[config.mk]
export PLATFORM = sky130hd
export DESIGN_NAME = viterbi_decoder_flat
export DESIGN_NICKNAME = d
export VERILOG_FILES = /design/src/rtl/viterbi_if.sv /design/src/rtl/viterbi_decoder.sv /design/src/flat_wrapper.sv
export SDC_FILE = /design/constraint.sdc
export NUM_CORES = 1
export LEC_CHECK = 0
export ABC_AREA = 1
export CELL_PAD_IN_SITES_DETAIL_PLACEMENT = 0
export CELL_PAD_IN_SITES_GLOBAL_PLACEMENT = 1
export CORE_ASPECT_RATIO = 0.7
export CORE_UTILIZATION = 47
export CTS_BUF_LIST = sky130_fd_sc_hd__clkbuf_8
export DETAILED_ROUTE_END_ITERATION = 6
export PLACE_DENSITY = 0.83
export SLEW_MARGIN = 15
export SYNTH_ARGS = -nofsm -noshare
export SYNTH_HDL_FRONTEND = slang
export SYNTH_SLANG_ARGS = --single-unit
export TNS_END_PERCENT = 1
[constraint.sdc]
create_clock -name clk -period 5.8 [get_ports clk]
set_input_delay 0.58 -clock clk [delete_from_list [all_inputs] [get_ports clk]]
set_output_delay 0.58 -clock clk [all_outputs]
set_load 0.05 [all_outputs]
[src/rtl/viterbi_if.sv]
// Decode request / result bundle between a lane driver and one viterbi_decoder.
interface viterbi_if #(
  parameter int unsigned MSG_W = 8,
  parameter int unsigned PM_W  = 5
);
  localparam int unsigned CODE_W = 2 * MSG_W;

  logic              start;
  logic [CODE_W-1:0] code_in;
  logic [MSG_W-1:0]  m_text_out;
  logic [PM_W-1:0]   metric;
  logic              busy;
  logic              done;

  // Requester side: issues codewords, observes results.
  modport master (
    output start,
    output code_in,
    input  m_text_out,
    input  metric,
    input  busy,
    input  done
  );

  // Decoder side.
  modport slave (
    input  start,
    input  code_in,
    output m_text_out,
    output metric,
    output busy,
    output done
  );
endinterface

[src/rtl/viterbi_decoder.sv]
// Hard-decision Viterbi decoder for the rate-1/2, K=3 (7,5 octal) code.
// One ACS trellis step per cycle, then a serial traceback, one bit per cycle.
module viterbi_decoder #(
  parameter int unsigned MSG_W  = 8,
  parameter int unsigned CODE_W = 2 * MSG_W,
  parameter int unsigned PM_W   = 5
) (
  input  logic     clk,
  input  logic     reset,
  viterbi_if.slave bus
);
  localparam int unsigned NS    = 4;
  localparam int unsigned CNT_W = $clog2(MSG_W);
  localparam int unsigned IDX_W = $clog2(CODE_W);

  localparam logic [PM_W-1:0]  PM_MAX    = {PM_W{1'b1}};
  localparam logic [PM_W-1:0]  PM_INIT   = PM_W'(2 * MSG_W + 1);
  localparam logic [CNT_W-1:0] STEP_LAST = CNT_W'(MSG_W - 1);

  typedef enum logic [1:0] {
    S_IDLE  = 2'd0,
    S_ACS   = 2'd1,
    S_TRACE = 2'd2,
    S_DONE  = 2'd3
  } state_e;

  state_e            state_q, state_d;
  logic [CODE_W-1:0] code_q, code_d;
  logic [PM_W-1:0]   pm_q [NS];
  logic [PM_W-1:0]   pm_d [NS];
  logic [MSG_W-1:0]  dec_q [NS];
  logic [MSG_W-1:0]  dec_d [NS];
  logic [CNT_W-1:0]  step_q, step_d;
  logic [1:0]        tr_state_q, tr_state_d;
  logic [MSG_W-1:0]  msg_q, msg_d;
  logic [PM_W-1:0]   metric_pend_q, metric_pend_d;
  logic [MSG_W-1:0]  m_text_q, m_text_d;
  logic [PM_W-1:0]   metric_q, metric_d;
  logic              busy_q, busy_d;
  logic              done_q, done_d;

  logic [1:0]        rx_pair;
  logic [PM_W-1:0]   acs_pm [NS];
  logic [NS-1:0]     acs_dec;
  logic [1:0]        best_s;
  logic [PM_W-1:0]   best_pm;
  logic [1:0]        cur_s;
  logic [CNT_W-1:0]  tr_t;

  // Hamming distance between a received pair and the pair emitted on a branch.
  // pred = {m_{t-1}, m_{t-2}}, b = m_t; pair bit0 = b^m1^m2, bit1 = b^m2.
  function automatic logic [1:0] branch_metric(input logic [1:0] rx,
                                               input logic [1:0] pred,
                                               input logic       b);
    logic [1:0] exp_pair;
    logic [1:0] diff;
    exp_pair = {b ^ pred[0], b ^ pred[1] ^ pred[0]};
    diff     = rx ^ exp_pair;
    return 2'(diff[0]) + 2'(diff[1]);
  endfunction

  // Path metric plus branch metric, clamped at the all-ones value.
  function automatic logic [PM_W-1:0] sat_add(input logic [PM_W-1:0] pm,
                                              input logic [1:0]      bm);
    logic [PM_W:0] sum;
    sum = {1'b0, pm} + (PM_W + 1)'(bm);
    return sum[PM_W] ? PM_MAX : sum[PM_W-1:0];
  endfunction

  // Received symbol pair for the current trellis step.
  assign rx_pair = code_q[IDX_W'({step_q, 1'b0}) +: 2];

  // Add-compare-select per next state s={b,x}; ties keep the dropped-bit-0 predecessor.
  for (genvar g = 0; g < NS; g++) begin : g_acs
    localparam logic [1:0] S  = 2'(g);
    localparam logic [1:0] P0 = {S[0], 1'b0};
    localparam logic [1:0] P1 = {S[0], 1'b1};

    logic [PM_W-1:0] cand0;
    logic [PM_W-1:0] cand1;

    assign cand0      = sat_add(pm_q[P0], branch_metric(rx_pair, P0, S[1]));
    assign cand1      = sat_add(pm_q[P1], branch_metric(rx_pair, P1, S[1]));
    assign acs_dec[g] = (cand1 < cand0);
    assign acs_pm[g]  = (cand1 < cand0) ? cand1 : cand0;
  end

  // Lowest-index state holding the minimum path metric.
  always_comb begin
    best_s  = 2'd0;
    best_pm = pm_q[0];
    for (int s = 1; s < NS; s++) begin
      if (pm_q[s] < best_pm) begin
        best_pm = pm_q[s];
        best_s  = 2'(s);
      end
    end
  end

  // Traceback position: first cycle starts from the best final state.
  always_comb begin
    cur_s = (step_q == '0) ? best_s : tr_state_q;
    tr_t  = STEP_LAST - step_q;
  end

  // FSM state register.
  always_ff @(posedge clk or posedge reset) begin
    if (reset) begin
      state_q <= S_IDLE;
    end else begin
      state_q <= state_d;
    end
  end

  // FSM next-state logic.
  always_comb begin
    state_d = state_q;
    case (state_q)
      S_IDLE:  if (bus.start) state_d = S_ACS;
      S_ACS:   if (step_q == STEP_LAST) state_d = S_TRACE;
      S_TRACE: if (step_q == STEP_LAST) state_d = S_DONE;
      S_DONE:  state_d = S_IDLE;
      default: state_d = S_IDLE;
    endcase
  end

  // FSM output and datapath next-values.
  always_comb begin
    code_d        = code_q;
    pm_d          = pm_q;
    dec_d         = dec_q;
    step_d        = step_q;
    tr_state_d    = tr_state_q;
    msg_d         = msg_q;
    metric_pend_d = metric_pend_q;
    m_text_d      = m_text_q;
    metric_d      = metric_q;
    busy_d        = (state_d != S_IDLE);
    done_d        = (state_d == S_DONE);

    case (state_q)
      S_IDLE: begin
        if (bus.start) begin
          code_d  = bus.code_in;
          pm_d[0] = '0;
          for (int s = 1; s < NS; s++) pm_d[s] = PM_INIT;
          step_d  = '0;
          msg_d   = '0;
        end
      end
      S_ACS: begin
        for (int s = 0; s < NS; s++) begin
          pm_d[s]         = acs_pm[s];
          dec_d[s][step_q] = acs_dec[s];
        end
        step_d = (step_q == STEP_LAST) ? '0 : step_q + CNT_W'(1);
      end
      S_TRACE: begin
        msg_d[tr_t] = cur_s[1];
        tr_state_d  = {cur_s[0], dec_q[cur_s][tr_t]};
        if (step_q == '0) metric_pend_d = best_pm;
        step_d = (step_q == STEP_LAST) ? '0 : step_q + CNT_W'(1);
        if (step_q == STEP_LAST) begin
          m_text_d = msg_d;
          metric_d = metric_pend_d;
        end
      end
      default: ;
    endcase
  end

  // Datapath and output registers; reset clears metrics and survivors too.
  always_ff @(posedge clk or posedge reset) begin
    if (reset) begin
      code_q        <= '0;
      for (int s = 0; s < NS; s++) begin
        pm_q[s]  <= '0;
        dec_q[s] <= '0;
      end
      step_q        <= '0;
      tr_state_q    <= '0;
      msg_q         <= '0;
      metric_pend_q <= '0;
      m_text_q      <= '0;
      metric_q      <= '0;
      busy_q        <= 1'b0;
      done_q        <= 1'b0;
    end else begin
      code_q        <= code_d;
      pm_q          <= pm_d;
      dec_q         <= dec_d;
      step_q        <= step_d;
      tr_state_q    <= tr_state_d;
      msg_q         <= msg_d;
      metric_pend_q <= metric_pend_d;
      m_text_q      <= m_text_d;
      metric_q      <= metric_d;
      busy_q        <= busy_d;
      done_q        <= done_d;
    end
  end

  assign bus.m_text_out = m_text_q;
  assign bus.metric     = metric_q;
  assign bus.busy       = busy_q;
  assign bus.done       = done_q;

endmodule

[src/flat_wrapper.sv]
// flat-port wrapper written by rule: the top's interface ports become plain ports
module viterbi_decoder_flat 
#(
  parameter int unsigned MSG_W  = 8,
  parameter int unsigned CODE_W = 2 * MSG_W,
  parameter int unsigned PM_W   = 5
)
  (clk, reset, bus_start, bus_code_in, bus_m_text_out, bus_metric, bus_busy, bus_done);
  viterbi_if #(.MSG_W(MSG_W), .PM_W(PM_W)) bus_i ();
  input  logic clk;
  input  logic reset;
  input wire logic [$bits(bus_i.start)-1:0] bus_start;
  input wire logic [$bits(bus_i.code_in)-1:0] bus_code_in;
  output wire logic [$bits(bus_i.m_text_out)-1:0] bus_m_text_out;
  output wire logic [$bits(bus_i.metric)-1:0] bus_metric;
  output wire logic [$bits(bus_i.busy)-1:0] bus_busy;
  output wire logic [$bits(bus_i.done)-1:0] bus_done;
  assign bus_i.start = bus_start;
  assign bus_i.code_in = bus_code_in;
  assign bus_m_text_out = bus_i.m_text_out;
  assign bus_metric = bus_i.metric;
  assign bus_busy = bus_i.busy;
  assign bus_done = bus_i.done;
  viterbi_decoder #(.MSG_W(MSG_W), .CODE_W(CODE_W), .PM_W(PM_W)) u_core (.clk(clk), .reset(reset), .bus(bus_i));
endmodule
## Word-level counts from Yosys, hierarchy flattened

Index checks and enable logic that the tools add are counted.

| word-level totals | value |
|---|---|
| bits in registers | 103 |
| bits of input ports | 19 |

| operators by class | value |
|---|---|
| $add $sub $neg | 14 |
| $lt $le $gt $ge | 12 |
| equal/unequal tests | 6 |
| shift operators | 1 |
| multiplexer cells | 45 |
| bitwise logic cells | 4 |
| reduce and logical (&&, ||, !) cells | 14 |

Operator list:

| cell | number |
|---|---|
| $mux W5 | 16 |
| $add A5 B2 Y6 | 8 |
| $bwmux W8 | 5 |
| $pmux W20 S2 | 1 |
| $lt A5 B5 Y1 | 7 |
| $mux W8 | 3 |
| $mux W20 | 1 |
| $bmux W8 S2 | 1 |
| $pmux W8 S2 | 1 |
| $shiftx A16 B5 Y2 | 1 |
| $mux W2 | 6 |
| $reduce_and A2 Y1 | 5 |
| $add A1 B1 Y2 | 4 |
| $lt A3 B4 Y1 const B | 2 |
| $pmux W2 S4 | 1 |
| $reduce_bool A2 Y1 | 4 |
| $demux W1 S3 | 2 |
| $eq A2 B2 Y1 const B | 3 |
| $ge A3 B1 Y1 const B | 2 |
| $mux W3 | 2 |
| $pmux W3 S2 | 1 |
| $mux W1 | 4 |
| $add A3 B1 Y3 const B | 1 |
| $bmux W1 S3 | 1 |
| 12 further kinds | 14 |

## Logic depth before layout (Yosys ltp)

Gate-level depths: netlist of run 1.

| depth | value |
|---|---|
| depth after elaboration | 13 |
| mapped depth | 31 |
| depth with buffers taken out | 29 |

## Worst setup path after synthesis of run 1

Ideal clock, no wire load.

| timing path | value |
|---|---|
| kind | reg2reg |
| start | reg u_core.pm_q[17] (netlist name) |
| end | reg u_core.tr_state_q[0] |
| library setup time | 121 ps |
| data arrival time | 4,094 ps |
| required time | 5,679 ps |
| setup slack | 1,585 ps |
| stages on the path, launching flop included | 29 |
| clock period less this slack | 4,215 ps |
| path through | dfrtp_1 -> clkbuf_1 -> inv_1 -> ha_1 -> nand2_1 -> nand2_1 -> nand2_2 -> nand3_4 -> o21ai_0 -> ha_1 -> a21oi_1 -> nor2_1 -> a211oi_2 -> nand2_4 -> o21ai_0 -> ha_1 -> a21oi_1 -> nor2_1 -> a211oi_1 -> nand2_4 -> nand2_8 -> buf_4 -> nand3b_1 -> nand3_1 -> nand2_1 -> nor2_1 -> nand2_1 -> nor2_1 -> a21oi_2 |

| between the ends | value |
|---|---|
| longest elaborated chain between the ends | 13 |
| elaborated cells on any way between the ends | 15 |

Ends and longest elaborated chain:

| item | line | source |
|---|---|---|
| from (decl) | viterbi_decoder.sv:29 | `logic [PM_W-1:0] pm_q [NS];` |
| from (signal assigned) | viterbi_decoder.sv:190 | `pm_q <= pm_d;` |
| $lt A5 B5 Y1 | viterbi_decoder.sv:93 | `if (pm_q[s] < best_pm) begin` |
| $mux W5 | viterbi_decoder.sv:93 |  |
| $lt A5 B5 Y1 | viterbi_decoder.sv:93 |  |
| $mux W5 | viterbi_decoder.sv:93 |  |
| $lt A5 B5 Y1 | viterbi_decoder.sv:93 |  |
| $mux W2 (*) | viterbi_decoder.sv:93 |  |
| $mux W2 (*) | viterbi_decoder.sv:102 | `cur_s = (step_q == '0) ? best_s : tr_state_q;` |
| $not A2 Y3 (not written as such) (*) | viterbi_decoder.sv:160 | `tr_state_d = {cur_s[0], dec_q[cur_s][tr_t]};` |
| $bmux W8 S2 (*) | viterbi_decoder.sv:160 |  |
| $mux W8 (not written as such) (*) (2 in series) | viterbi_decoder.sv:160 |  |
| $bmux W1 S3 (*) | viterbi_decoder.sv:160 |  |
| $mux W1 (not written as such) (*) | viterbi_decoder.sv:160 |  |
| to (signal assigned) | viterbi_decoder.sv:193 | `tr_state_q <= tr_state_d;` |
| to (decl) | viterbi_decoder.sv:34 | `logic [1:0] tr_state_q, tr_state_d;` |

Mark *: on every way between the ends. The rest lies on a longest branch, timed or not. The select of a mux whose other input is x is not followed.
A chain may end at the register's enable or synchronous reset.

## Worst setup path after layout of run 1

| timing path | value |
|---|---|
| start | reg u_core.step_q[2] |
| end | reg u_core.pm_q[4] (netlist name) |

| between the ends | value |
|---|---|
| longest elaborated chain between the ends | 8 |
| elaborated cells on any way between the ends | 12 |

Ends and longest elaborated chain:

| item | line | source |
|---|---|---|
| from (decl) | viterbi_decoder.sv:33 | `logic [CNT_W-1:0] step_q, step_d;` |
| from (signal assigned) | viterbi_decoder.sv:192 | `step_q <= step_d;` |
| $shiftx A16 B5 Y2 (*) | viterbi_decoder.sv:71 | `assign rx_pair = code_q[IDX_W'({step_q, 1'b0}) +: 2];` |
| $not A1 Y1 (no source line) | -- |  |
| $add A1 B1 Y2 | viterbi_decoder.sv:59 | `return 2'(diff[0]) + 2'(diff[1]);` |
| $add A5 B2 Y6 | viterbi_decoder.sv:66 | `sum = {1'b0, pm} + (PM_W + 1)'(bm);` |
| $mux W5 | viterbi_decoder.sv:67 | `return sum[PM_W] ? PM_MAX : sum[PM_W-1:0];` |
| $lt A5 B5 Y1 | viterbi_decoder.sv:85 | `assign acs_pm[g] = (cand1 < cand0) ? cand1 : cand0;` |
| $mux W5 (*) | viterbi_decoder.sv:85 |  |
| $pmux W20 S2 (*) | viterbi_decoder.sv:141 | `case (state_q)` |

Mark *: on every way between the ends. The rest lies on a longest branch, timed or not.

==> run summary, run 1 <==
Worst setup EP type: register
Most common cell after layout, fill and taps aside: nand2_1
Mapped Area: 6706 µm²
Overall routing resource usage: 26.04%
HPWL reported at the end of detailed placement: 13940 µm
Register bit count reported by yosys: 102
Worst Setup Start Kind: register
Post-CTS setup buffers: 0
Final TNS setup: 0 ns
ANT nets after route: 0
Crit Path Max Fanout: 16
Post-synthesis net count: 962
Final setup vio count: 0
# nets final: 987
Initial antenna violation count: 0
Worst slew margin: 38.76%
Vias: 6004
CP Depth: 23
Worst-case clock buffer depth: 2
# IOs: 34
Number of synthesized flops with an enable pin: 0
Synth cell types: 35
Setup repair after global routing missed its margin: false
Core ar.: 13920 µm²
Status: finished clean
Syn-to-layout area delta: 10.32%
Tmin final: 5.166 ns
Critical path required time: 6.06 ns
Min-Delay Path Class: register to register
Final Cycle Share: 89.07%
Worst path max stage delay: 0.52 ns
Critical path buffers and inverters: 7
Synth warn: 0
Skew final: 0.01060 ns
Max Cap Violations: 0
Layout cells sized above 1: 5.137%
Skew-Pair Late Insertion Delay: 0.38 ns
Final slew viol count: 0
Final Hold Fails: 0
CTS Sinks: 102
CTS tree: done
Drt via density: 5.433
Total Wirelength: 17910 µm
Vias in the first global route: 5647
Crit-path cells: inv_1, nor3_2, inv_1, nor2_1, a221oi_1, nand4_1, inv_1, ha_1, inv_1, ha_1, inv_1, fa_1, nor3_1, xor2_1, nand2_1, ha_1, a21oi_1, o21a_1, nand2_1, inv_1, o21ai_0, o22ai_1, inv_1
CTS H-tree depth: 3
First-pass GRT wire length: 29210 µm
Die W: 144.8 µm
Clock Pin Slew Worst Setup and Hold Paths: 0.11 ns
Seq/Total Area, Yosys: 38.06%
WHS Path Cells: 2
Num CTS Buffers: 9
Initial core utilization: 48.18%
I/O Buffers: 33
Synth Area per Inst: 7.578 µm²
Crit Path Category: register to register
Ant diodes: 0
Routed wire per std cell: 16.21 µm
Commonest cells after routing, fill and taps aside: nand2_1 (230), o21ai_0 (124), inv_1 (123), dfrtp_1 (102), ha_1 (50)
FMAX: 193.6 MHz
Die area: 14760 µm²
Slowest cell on crit path: nor3_2
Placement Rows: 36
WP data arrival: 5.43 ns
Die height: 101.9 µm
# DRC: 0
FFs w/ async S/R, synth: 100.0%
Worst path top cell family by delay: simple AND/OR/NAND/NOR gates
Crit path top cell by count: inv_1
# fillers: 1352
Largest net degree at the start of global routing: 58
Drt first pass iters: 5
Main synth FF type: dfrtp_1
Post-Syn Instances: 885
Reg2reg path depth: 23
1st-iter DRT viols: 426
Grt ovf: 0
Clk Tree Root Cell: clkbuf_8
GPL Wtd Cong: 0.8987
Pin slew with the least headroom to its limit: 0.9152 ns
-- synthesized netlist by cell type (all sizes together), types with 4 or more instances --
| cell | count | share of area (%) |
|---|---|---|
| nand3b | 15 | 1.7 |
| o21a | 4 | 0.45 |
| xor2 | 13 | 1.7 |
| clkbuf | 18 | 1.0 |
| inv | 125 | 7.0 |
| o21ai | 124 | 9.3 |
| nand3 | 41 | 3.4 |
| a21oi | 44 | 3.4 |
| nand2 | 243 | 15 |
| o22ai | 11 | 1.0 |
| fa | 8 | 2.4 |
| ha | 50 | 9.3 |
| nand4 | 9 | 0.84 |
| nor2 | 44 | 2.5 |
| buf | 5 | 0.60 |
| nor3 | 13 | 0.97 |
| dfrtp | 102 | 38 |
-- path summary, 6_finish.rpt --
| path | end | from | slack, ns |
|---|---|---|---|
| worst min-delay path | u_core.dec_q[6] | u_core.dec_q[6] | 0.49 |
| worst max-delay path | u_core.pm_q[4] | u_core.step_q[2] | 0.63 |
| worst min register to register | u_core.dec_q[6] | u_core.dec_q[6] | 0.49 |
| min in group asynchronous | u_core.pm_q[19] | reset | 0.62 |
| worst max register to register | u_core.pm_q[4] | u_core.step_q[2] | 0.63 |
| max in group asynchronous | u_core.metric_pend_q[3] | reset | 3.95 |
-- through the flow --
step | hold slack (ns) | area [µm²] | instances | setup slack, ns | utilization (%)
floorplan | 0.4444 | 6706 | 885 | 1.585 | -
global placement | 0.4587 | 7199 | 1089 | 0.5722 | 51.73
detailed placement | 0.4680 | 7199 | 1089 | 0.4626 | 51.73
CTS | 0.4954 | 7388 | 1105 | 0.4481 | 53.08
global route | 0.5062 | 7398 | 1105 | 0.2174 | 53.16
finish | 0.4917 | 7398 | 1105 | 0.6340 | 53.16
-- layer usage --
layer / share of wire [%] / routed length (µm) / track usage (%)
met5: 0 / 0 / 0
met2: 41 / 7379 / 37.32
met4: 1.2 / 209 / 5.992
met3: 6.9 / 1231 / 4.967
met1: 51 / 9088 / 40.07
-- cell type report --
cell class | count | area (µm²) | area share [%]
clock inverters | 6 | 51.30 | 0.6934
repair buffers | 37 | 360.3 | 4.871
flip-flops and latches | 102 | 2552 | 34.50
inverters | 128 | 483.0 | 6.528
well taps | 190 | 237.7 | 3.213
clock buffers | 10 | 137.6 | 1.860
multi-input cells | 632 | 3576 | 48.33
-- flip-flops by register name, summed over array words and instances (netlist names) --
signal and flops:
u_core.state_q 2, u_core.bus.busy 1, u_core.bus.done 1, u_core.tr_state_q 2
u_core.bus.metric 5, u_core.pm_q 20, u_core.metric_pend_q 5, u_core.code_q 16
u_core.dec_q 32, u_core.step_q 3, u_core.msg_q 7, u_core.bus.m_text_out 8
-- worst reg2reg max path: stages, from the launching register on --
cell and delay (ns):
dfrtp_1 0.47, inv_1 0.14, nor3_2 0.53, inv_1 0.09
nor2_1 0.11, a221oi_1 0.06, nand4_1 0.16, inv_1 0.09
ha_1 0.35, inv_1 0.18, ha_1 0.24, inv_1 0.09
fa_1 0.40, nor3_1 0.25, xor2_1 0.25, nand2_1 0.08
ha_1 0.31, a21oi_1 0.15, o21a_1 0.13, nand2_1 0.37
inv_1 0.24, o21ai_0 0.11, o22ai_1 0.17, inv_1 0.06
-- cells by family (layout without fill, tap and decap cells) --
group,count (synthesis),count (layout),share of synthesized area [%]
simple gates,367,367,24.20
compound gates,192,192,15.30
buf+inv,151,181,8.769
flops,102,102,38.06
fa+ha+maj,58,58,11.72
xor+xnor,15,15,1.959
-- what timing repair did --
| item | CTS | global route |
|---|---|---|
| hold buffers | 0 | 0 |
| gates resized for setup | 0 | 2 |
| endpoints found under the setup margin | 0 | 6 |
Power of run 1 is not shown: default switching activity piles up to over one toggle a cycle in this logic, so the estimate is an artifact.
==> inputs of run 2 (changes only) <==
--- a/config.mk
+++ b/config.mk
@@ -13,6 +13,7 @@
 export CTS_BUF_LIST = sky130_fd_sc_hd__clkbuf_8
 export DETAILED_ROUTE_END_ITERATION = 6
 export PLACE_DENSITY = 0.83
+export SKIP_LAST_GASP = 1
 export SLEW_MARGIN = 15
 export SYNTH_ARGS = -nofsm -noshare
 export SYNTH_HDL_FRONTEND = slang
==> results of run 2 <==
Same layout as run 1: the final DEF is identical, and so are final timing and power.
Power of run 2 is left out for the same reason.
==> inputs of run 3 (changes only) <==
--- a/config.mk
+++ b/config.mk
@@ -6,9 +6,11 @@
 export NUM_CORES = 1
 export LEC_CHECK = 0
 export ABC_AREA = 1
+export CAP_MARGIN = 30
 export CELL_PAD_IN_SITES_DETAIL_PLACEMENT = 0
 export CELL_PAD_IN_SITES_GLOBAL_PLACEMENT = 1
 export CORE_ASPECT_RATIO = 0.7
+export CORE_MARGIN = 5
 export CORE_UTILIZATION = 47
 export CTS_BUF_LIST = sky130_fd_sc_hd__clkbuf_8
 export DETAILED_ROUTE_END_ITERATION = 6
==> run 3 against run 2 <==
- non-clock buffer count did not move
- worst setup slack better by 0.048 ns
- critical path depth decreased by 2
- flip-flop and latch count unchanged
- first-iteration DRC count increased by 14%
- clock skew increased by 0.0080 ns
- global-route usage down 3.7 points
- critical endpoint is now u_core.pm_q[12]
==> run summary, run 3 (synthesis results as in run 1) <==
# DRC: 0
Max Cap Violations: 0
Status: finished clean
Top layer in use: met4
Vias in the first global route: 5611
Skew final: 0.01859 ns
# fillers: 1397
CTS H-tree depth: 3
Placed Area: 7199 µm²
Commonest cells after routing, fill and taps aside: nand2_1 (230), o21ai_0 (124), inv_1 (123), dfrtp_1 (102), ha_1 (50)
Overall routing resource usage: 22.30%
CTS Hold Bufs: 0
Crit Path Category: register to register
CTS Sinks: 102
Final Cycle Share: 88.25%
First-pass GRT wire length: 29900 µm
Most common cell after layout, fill and taps aside: nand2_1
Fin area: 7402 µm²
1st-iter DRT viols: 486
Tmin final: 5.118 ns
HPWL reported at the end of detailed placement: 14440 µm
WP data arrival: 5.35 ns
Routed wire per std cell: 16.68 µm
Worst slew margin: 53.40%
Register area: 2552 µm²
Clk Tree Root Cell: clkbuf_8
Slowest cell on crit path: dfrtp_1
Worst path max stage delay: 0.45 ns
Grt ovf: 0
Top flop regs: u_core.dec_q x32, u_core.pm_q x20, u_core.code_q x16
Final TNS setup: 0 ns
ANT nets after route: 0
Ant diodes: 0
Syn-to-layout area delta: 10.37%
GPL Wtd Cong: 0.9128
Critical path required time: 6.03 ns
Placement Rows: 36
Drt via density: 5.376
Largest net degree at the start of global routing: 55
Num CTS Buffers: 9
# nets final: 987
Initial core utilization: 48.03%
Max FFs per register: 32
Routed wl met2: 7420 µm
Critical path buffers and inverters: 5
Setup repair after global routing missed its margin: false
Crit-path cells: inv_1, nor2_1, inv_1, o22ai_1, a221oi_1, nand4_1, inv_1, ha_1, inv_1, ha_1, inv_1, fa_1, nor3_1, xor2_1, nand2_1, ha_1, a21oi_1, o21a_1, nand2_1, o21ai_0, o21ai_0
Multi-input logic area: 3581 µm²
Crit path top cell by count: inv_1
CTS tree: done
Most flops, register: u_core.dec_q
FMAX: 195.4 MHz
Initial antenna violation count: 0
Die height: 109.9 µm
Drt first pass iters: 5
Final Hold Fails: 0
Post-CTS setup buffers: 0
Layout cells sized above 1: 5.246%
WL met3: 1267 µm
M1 WL: 9652 µm
Min-Delay Path Class: register to register
Pin slew with the least headroom to its limit: 0.6972 ns
Worst path top cell family by delay: adder cells
# IOs: 34
Worst-case clock buffer depth: 2
Clock Pin Slew Worst Setup and Hold Paths: 0.11 ns
Die W: 152.8 µm
Core ar.: 13960 µm²
Final setup vio count: 0
Crit Path Max Fanout: 16
Final slew viol count: 0
I/O Buffers: 33
Worst setup EP type: register
Worst Setup Start Kind: register
Total Wirelength: 18430 µm
Skew-Pair Late Insertion Delay: 0.37 ns
Die area: 16800 µm²
Vias: 5941
run 3: cell count changes in the layout (fill, tap and decap cells not counted), sizes merged:
cell / change
clkinv: +1
clkbuf: -1
clkinvlp: -2
inv: +2
run 3: through the flow:
step / cells / utilization, % / hold WS (ns) / setup slack [ns]
after floorplan: 885 / - / 0.4444 / 1.585
after global placement: 1089 / 51.56 / 0.4583 / 0.6277
after detailed placement: 1089 / 51.56 / 0.4649 / 0.4986
after CTS: 1105 / 52.90 / 0.4934 / 0.4683
after global routing: 1105 / 53.01 / 0.5129 / 0.1670
final: 1105 / 53.01 / 0.4901 / 0.6817
run 3: layer usage:
| metal | global-route usage, % | vias up |
|---|---|---|
| met3 | 4.249 | 8 |
| met2 | 32.24 | 163 |
| met5 | 0 | - |
| met1 | 35.25 | 2834 |
| li1 | - | 2936 |
| met4 | 3.051 | 0 |
run 3: worst register-to-register path, cell delays in order (launching register included):
cell and delay [ns]:
dfrtp_1 0.45, inv_1 0.25, nor2_1 0.16, inv_1 0.20, o22ai_1 0.11, a221oi_1 0.24
nand4_1 0.21, inv_1 0.13, ha_1 0.29, inv_1 0.14, ha_1 0.22, inv_1 0.10
fa_1 0.41, nor3_1 0.24, xor2_1 0.22, nand2_1 0.09, ha_1 0.32, a21oi_1 0.16
o21a_1 0.13, nand2_1 0.34, o21ai_0 0.41, o21ai_0 0.17
run 3: layout make-up:
cell class | count | area share (%)
clock inverter | 7 | 0.8621
multi-input combinational | 632 | 48.38
sequential | 102 | 34.48
clock buffer | 9 | 1.673
timing repair buffer | 37 | 4.868
tap | 190 | 3.212
inverter | 128 | 6.525
run 3: repair_timing:
action	4_1_cts	5_1_grt
resized for setup	0	3
hold endpoints to repair	0	0
endpoints found under the setup margin	0	3
run 3: worst paths after layout:
check                                          start                       to  slack (ns)  cells past startpoint
max in group asynchronous                      reset  u_core.metric_pend_q[1]        4.03                      3
worst min-delay path            u_core.bus.metric[3]     u_core.bus.metric[3]        0.49                      2
worst max-delay path                u_core.step_q[0]          u_core.pm_q[12]        0.68                     21
worst max register to register      u_core.step_q[0]          u_core.pm_q[12]        0.68                     21
min in group asynchronous                      reset          u_core.pm_q[18]        0.66                      2
worst min register to register  u_core.bus.metric[3]     u_core.bus.metric[3]        0.49                      2
Power of run 3 is left out for the same reason.
